==> src/rtl/clk_meas_pkg.sv <==
`default_nettype none
// ============================================================================
// Module      : clk_meas_pkg
// Description : Shared types and constants for the clk50-domain period and
//               duty-cycle meter.
// Revision    : 1.0 - initial release
// ============================================================================
package clk_meas_pkg;

   // Default width of every count output
   localparam int c_cnt_w_default = 32;

   // Measurement FSM states
   typedef enum logic [1:0] {
      IDLE = 2'd0,
      ARM  = 2'd1,
      HIGH = 2'd2,
      LOW  = 2'd3
   } state_t;

endpackage
`default_nettype wire

==> src/rtl/clk_meas_sync_edge.sv <==
`default_nettype none
// ============================================================================
// Module      : sync_edge
// Description : Two-flop synchronizer for an asynchronous input followed by a
//               one-flop edge detector with registered rise/fall strobes.
//               Input-to-strobe latency is three clk50 cycles.
// Revision    : 1.0 - initial release
// ============================================================================
module sync_edge (
   input  logic clk50,
   input  logic rst,
   input  logic i_sig,
   output logic o_rise,
   output logic o_fall
);

   logic r_meta;
   logic r_sync;
   logic r_prev;
   logic r_rise;
   logic r_fall;

   // Synchronize, keep the previous synchronized level, register the strobes
   always_ff @(posedge clk50 or posedge rst) begin
      if (rst) begin
         r_meta <= 1'b0;
         r_sync <= 1'b0;
         r_prev <= 1'b0;
         r_rise <= 1'b0;
         r_fall <= 1'b0;
      end else begin
         r_meta <= i_sig;
         r_sync <= r_meta;
         r_prev <= r_sync;
         r_rise <= r_sync & ~r_prev;
         r_fall <= ~r_sync & r_prev;
      end
   end

   assign o_rise = r_rise;
   assign o_fall = r_fall;

endmodule
`default_nettype wire

==> src/rtl/clk_meas.sv <==
`default_nettype none
// ============================================================================
// Module      : clk_meas
// Description : Measures period and high time of a slow asynchronous signal
//               in clk50 cycles, with sticky per-phase timeout and lock flag.
// Revision    : 1.0 - initial release
// ============================================================================
module clk_meas
   import clk_meas_pkg::*;
#(
   parameter int TIMEOUT_CYCLES = 50_000_000,
   parameter int CNT_W          = c_cnt_w_default
) (
   input  logic             clk50,
   input  logic             rst,
   input  logic             sig_in,
   input  logic             enable,
   output logic [CNT_W-1:0] period,
   output logic [CNT_W-1:0] high_time,
   output logic             meas_valid,
   output logic             timeout,
   output logic             locked
);

   localparam logic [CNT_W-1:0] c_tmo = CNT_W'(TIMEOUT_CYCLES);

   state_t           r_state;
   state_t           w_state_nxt;
   logic [CNT_W-1:0] r_cnt;
   logic [CNT_W-1:0] r_high_lat;
   logic [CNT_W:0]   w_sum;
   logic             w_rise;
   logic             w_fall;
   logic             w_cnt_at_tmo;
   logic             w_edge_go;
   logic             w_tmo_hit;
   logic             w_meas;
   logic             w_latch;

   sync_edge u_sync_edge (
      .clk50  (clk50),
      .rst    (rst),
      .i_sig  (sig_in),
      .o_rise (w_rise),
      .o_fall (w_fall)
   );

   assign w_cnt_at_tmo = (r_cnt == c_tmo);
   // One extra bit so a huge period saturates instead of wrapping
   assign w_sum        = {1'b0, r_high_lat} + {1'b0, r_cnt};

   // State register
   always_ff @(posedge clk50 or posedge rst) begin
      if (rst) r_state <= IDLE;
      else     r_state <= w_state_nxt;
   end

   // Next-state: disable overrides everything, a handled edge beats timeout
   always_comb begin
      w_state_nxt = r_state;
      if (!enable) begin
         w_state_nxt = IDLE;
      end else begin
         case (r_state)
            IDLE: w_state_nxt = ARM;
            ARM: begin
               if (w_rise)            w_state_nxt = HIGH;
               else if (w_cnt_at_tmo) w_state_nxt = ARM;
            end
            HIGH: begin
               if (w_fall)            w_state_nxt = LOW;
               else if (w_cnt_at_tmo) w_state_nxt = ARM;
            end
            LOW: begin
               if (w_rise)            w_state_nxt = HIGH;
               else if (w_cnt_at_tmo) w_state_nxt = ARM;
            end
            default: w_state_nxt = IDLE;
         endcase
      end
   end

   // Decoded control strobes for the datapath
   always_comb begin
      w_meas    = enable && (r_state == LOW)  && w_rise;
      w_latch   = enable && (r_state == HIGH) && w_fall;
      w_edge_go = enable && (((r_state == ARM)  && w_rise) ||
                             ((r_state == HIGH) && w_fall) ||
                             ((r_state == LOW)  && w_rise));
      w_tmo_hit = enable && (r_state != IDLE) && !w_edge_go && w_cnt_at_tmo;
   end

   // Phase counter: restarts at 1 on each accepted edge, never wraps
   always_ff @(posedge clk50 or posedge rst) begin
      if (rst) begin
         r_cnt <= '0;
      end else if (!enable || (r_state == IDLE)) begin
         r_cnt <= '0;
      end else if (w_edge_go) begin
         r_cnt <= CNT_W'(1);
      end else if (w_tmo_hit) begin
         r_cnt <= '0;
      end else if (r_cnt != '1) begin
         r_cnt <= r_cnt + CNT_W'(1);
      end
   end

   // Latch high-phase length and publish results on the closing rise
   always_ff @(posedge clk50 or posedge rst) begin
      if (rst) begin
         r_high_lat <= '0;
         period     <= '0;
         high_time  <= '0;
         meas_valid <= 1'b0;
      end else begin
         meas_valid <= w_meas;
         if (w_latch) r_high_lat <= r_cnt;
         if (w_meas) begin
            period    <= w_sum[CNT_W] ? '1 : w_sum[CNT_W-1:0];
            high_time <= r_high_lat;
         end
      end
   end

   // Sticky timeout and lock status
   always_ff @(posedge clk50 or posedge rst) begin
      if (rst) begin
         timeout <= 1'b0;
         locked  <= 1'b0;
      end else if (!enable) begin
         timeout <= 1'b0;
         locked  <= 1'b0;
      end else if (w_meas) begin
         timeout <= 1'b0;
         locked  <= 1'b1;
      end else if (w_tmo_hit) begin
         timeout <= 1'b1;
         locked  <= 1'b0;
      end
   end

endmodule
`default_nettype wire

==> config.mk <==
export PLATFORM = sky130hd
export DESIGN_NAME = clk_meas
export DESIGN_NICKNAME = d
export VERILOG_FILES = /design/src/rtl/clk_meas_pkg.sv /design/src/rtl/clk_meas_sync_edge.sv /design/src/rtl/clk_meas.sv
export SDC_FILE = /design/constraint.sdc
export NUM_CORES = 1
export LEC_CHECK = 0
export ABC_CLOCK_PERIOD_IN_PS = 6800
export CAP_MARGIN = 20
export CELL_PAD_IN_SITES_DETAIL_PLACEMENT = 1
export CELL_PAD_IN_SITES_GLOBAL_PLACEMENT = 1
export CORE_AREA = 2 2 131 133
export DETAILED_ROUTE_END_ITERATION = 12
export DIE_AREA = 0 0 133 135
export GPL_TIMING_DRIVEN = 1
export PLACE_DENSITY = 0.78
export SYNTH_ARGS = -nofsm -noshare
export SYNTH_HDL_FRONTEND = slang
export SYNTH_HIERARCHICAL = 1
export SYNTH_SLANG_ARGS = --single-unit
export TNS_END_PERCENT = 1
==> constraint.sdc <==
create_clock -name clk50 -period 6.8 [get_ports clk50]
set_input_delay 2.04 -clock clk50 [delete_from_list [all_inputs] [get_ports clk50]]
set_output_delay 2.04 -clock clk50 [all_outputs]
set_load 0.005 [all_outputs]
==> results.yml <==
outcome:
  status: "finished, final reports clean"
critical_path:
  path_class: "in2reg"
  path_buf_inv: 1
  critPathRequiredTime_ps: 7110
  path_cells: "clkdlybuf4s50_1, nand4_1, nor2_1, o21ai_0, a41o_4, o22a_1"
  cp_top_family: "compound AO/OA/AOI/OAI gates"
  max_stage_delay_ps: 620
  cp-end-kind: "register"
  critPathMaxFanout: 32
  worstPathArrival_ps: 4250
  crit_slowest_cell: "clkdlybuf4s50_1"
  worstSetupStartpointType: "primary input"
hold_path:
  hold_class: "reg2reg"
floorplan:
  dieArea_mm2: 0.0180
  rows: 47
  ioPinCount: 71
  core_mm2: 0.0164
  dieHeight_um: 135
  initial_utilization: 0.445
  chipWidth_um: 133
routing:
  vias: 5771
  wire_per_inst_um: 18.8
  drtIter0Drc: 298
  drt_wl_total_um: 19300
  drc: 0
  vias_per_cell: 5.62
  postRouteAntennaNets: 0
  firstDrtPassIters: 4
sta:
  setup_viol_count_final: 0
  fin_hold_ws_ps: 359
  worst_pin_slew_ps: 767
  max_freq_mhz: 253
  period_minus_slack_ps: 3940
  finalMaxSlewViolations: 0
  fin_crit_sh: 0.580
  hold_viol_final: 0
  slew_headroom: 0.488
  rsz0062_at_grt: "no"
  tns_ps: 0
  fin_skew_ps: 6.11
global_routing:
  grt_pass1_wl_um: 32900
  antenna_found_initial: 0
  first_global_vias: 6509
  gr-total-overflow: 0
  grt_max_degree: 66
  grt_usage: 0.230
synthesis:
  synth.area.top_cells: "dfrtp_1, nand2_1, ha_1"
  syn_nets: 765
  synthCells: 726
  synthArstFlopShare: 1.00
  synth-warning-count: 6
  yosys-top-cells-count: "dfrtp_1, nand2_1, nor2_1"
  yosysTopAreaCellShare: 0.473
  synth_seq_cells: 138
  ys.flop_type: "dfrtp_1"
  synth_most_common_cell: "dfrtp_1"
  syn_avg_cell_area_um2: 10.1
  synth-seq-area-share: 0.473
  synth_cell_types: 62
  netlist_area_mm2: 0.00730
  synth_edf_count: 0
  post-synth-top-area-cell: "dfrtp_1"
clock_network:
  clkTransAtPathRegs_ps: 50
  cts_resized: 0
  htreeDepth: 4
  cts_tree: "built"
  ctsHoldBuffers: 0
  numCtsBuffers: 17
  cts_root_buf: "clkbuf_16"
  clk_path_buf_depth: 2
  post_cts_buffers: 0
  clock_latency_ps: 420
  cts.sink_count: 138
power_and_ir_drop:
  p_clk_frac: 0.463
  power_frac_comb: 0.084
  p_per_area_mw_per_mm2: 224
  p_leak_nw: 4.15
  pwr-share-seq: 0.453
  p_sw_frac: 0.217
  internal_power_mw: 1.54
  peakVddDrop_v: 0.000201
  p_sw_uw: 427
layout:
  finish.utilization: 0.536
  n_antenna_cell: 0
  drive_above_1_share: 0.102
  nets: 834
  areaGrowthSynthToFinish_pct: 20.5
  nFillCells: 1796
placement:
  dpl.hpwl_um: 13500
  port-buffer-count: 70
  routabilityCongestion: 0.958
job:
  max-cap-violations: 0
==> power groups by stage <==
stage               logic [mW]  clock network [mW]  registers [mW]
floorplan               0.0675                   0           0.906
global placement         0.161                   0           0.905
detailed placement       0.169                   0           0.907
CTS                      0.170               0.928           0.893
global route             0.180               0.965           0.898
finish                   0.166               0.912           0.892
==> per-stage QoR <==
step	cell area, µm²	power [mW]	instances	worst slack [ps]
floorplan	7300	0.973	726	1210
global placement	8170	1.07	994	2450
detailed placement	8190	1.08	995	2190
CTS	8770	1.99	1026	2630
global route	8790	2.04	1027	2720
finish	8790	1.97	1027	2860
==> cells by family after synthesis <==
family,count (synthesis),share of synthesized area
AOI/OAI and AO/OA,156,0.159
DFF,138,0.473
muxes,26,0.0401
buffers and inverters,40,0.0252
adders and majority gates,35,0.0610
and+or+nand+nor,277,0.177
xor gates and xnor gates,54,0.0648
==> flip-flops by register name, summed over array words and instances, names as in the netlist <==
register and count:
high_time 32, period 32, r_cnt 32, r_high_lat 32, r_state 2, locked 1, meas_valid 1, timeout 1
u_sync_edge/o_fall 1, u_sync_edge/o_rise 1, u_sync_edge/r_meta 1, u_sync_edge/r_prev 1, u_sync_edge/r_sync 1
==> cell usage in the layout, fill, tap and decap left out, types with 3 or more instances in the layout <==
cell type | Yosys | routed
o21bai_1 | 6 | 6
o21ai_1 | 3 | 3
nor4b_1 | 3 | 3
nor2_1 | 53 | 53
and4_1 | 6 | 6
a31oi_1 | 3 | 3
buf_4 | 0 | 4
o22a_1 | 32 | 32
and3_1 | 4 | 4
clkbuf_16 | 0 | 17
ha_1 | 34 | 34
o21ai_0 | 30 | 30
or3_1 | 5 | 5
nor4_1 | 7 | 7
nor3_1 | 4 | 4
a211oi_1 | 6 | 6
xor2_1 | 29 | 29
a21o_1 | 11 | 11
clkdlybuf4s50_1 | 0 | 70
nand2b_1 | 4 | 4
and2_1 | 8 | 8
dfrtp_1 | 138 | 138
a21boi_0 | 3 | 3
a21oi_1 | 37 | 37
inv_1 | 14 | 12
mux2_2 | 26 | 26
nand4_1 | 9 | 9
xnor2_1 | 25 | 25
nand3_1 | 21 | 21
nand2_1 | 134 | 134
clkinv_2 | 0 | 5
nor2b_1 | 6 | 6
a221oi_1 | 3 | 3
clkbuf_8 | 0 | 4
==> worst reg2reg max path, cell delays in order (launching register included) <==
cell and delay [ps]:
dfrtp_1 460, ha_1 290, fa_1 450, a211oi_1 480
o21ai_2 170, a31oi_4 300, o21ai_4 120, a41oi_4 250
o31ai_4 100, a41o_4 440, o22a_1 260
==> final timing paths <==
check	start	endpoint	slack, ps	cells after the start
min in group asynchronous	rst	u_sync_edge/r_prev	1900	2
setup reg to reg	r_cnt[0]	period[11]	3370	10
setup / recovery	enable	period[11]	2860	6
hold reg to reg	u_sync_edge/r_meta	u_sync_edge/r_sync	360	0
hold / removal	u_sync_edge/r_meta	u_sync_edge/r_sync	360	0
max in group asynchronous	rst	r_high_lat[20]	3680	3
==> layout make-up <==
type / instances / area (µm²) / area share
timing repair buffer: 76 / 766 / 0.0871
clock inverter: 8 / 92.6 / 0.0105
inverter: 14 / 55.1 / 0.00626
tap: 220 / 275 / 0.0313
multi-input combinational: 548 / 3660 / 0.416
clock buffer: 23 / 488 / 0.0555
sequential: 138 / 3450 / 0.393
==> layer usage <==
layer  global-route usage  vias up  part of all wire
li1                     -     2712                 -
met1                0.291     2950              0.45
met2                0.402       82              0.50
met3               0.0379       27             0.028
met4               0.0806        0             0.017
met5                    0        -                 0
No activity file was read; power rests on OpenSTA's default activity.
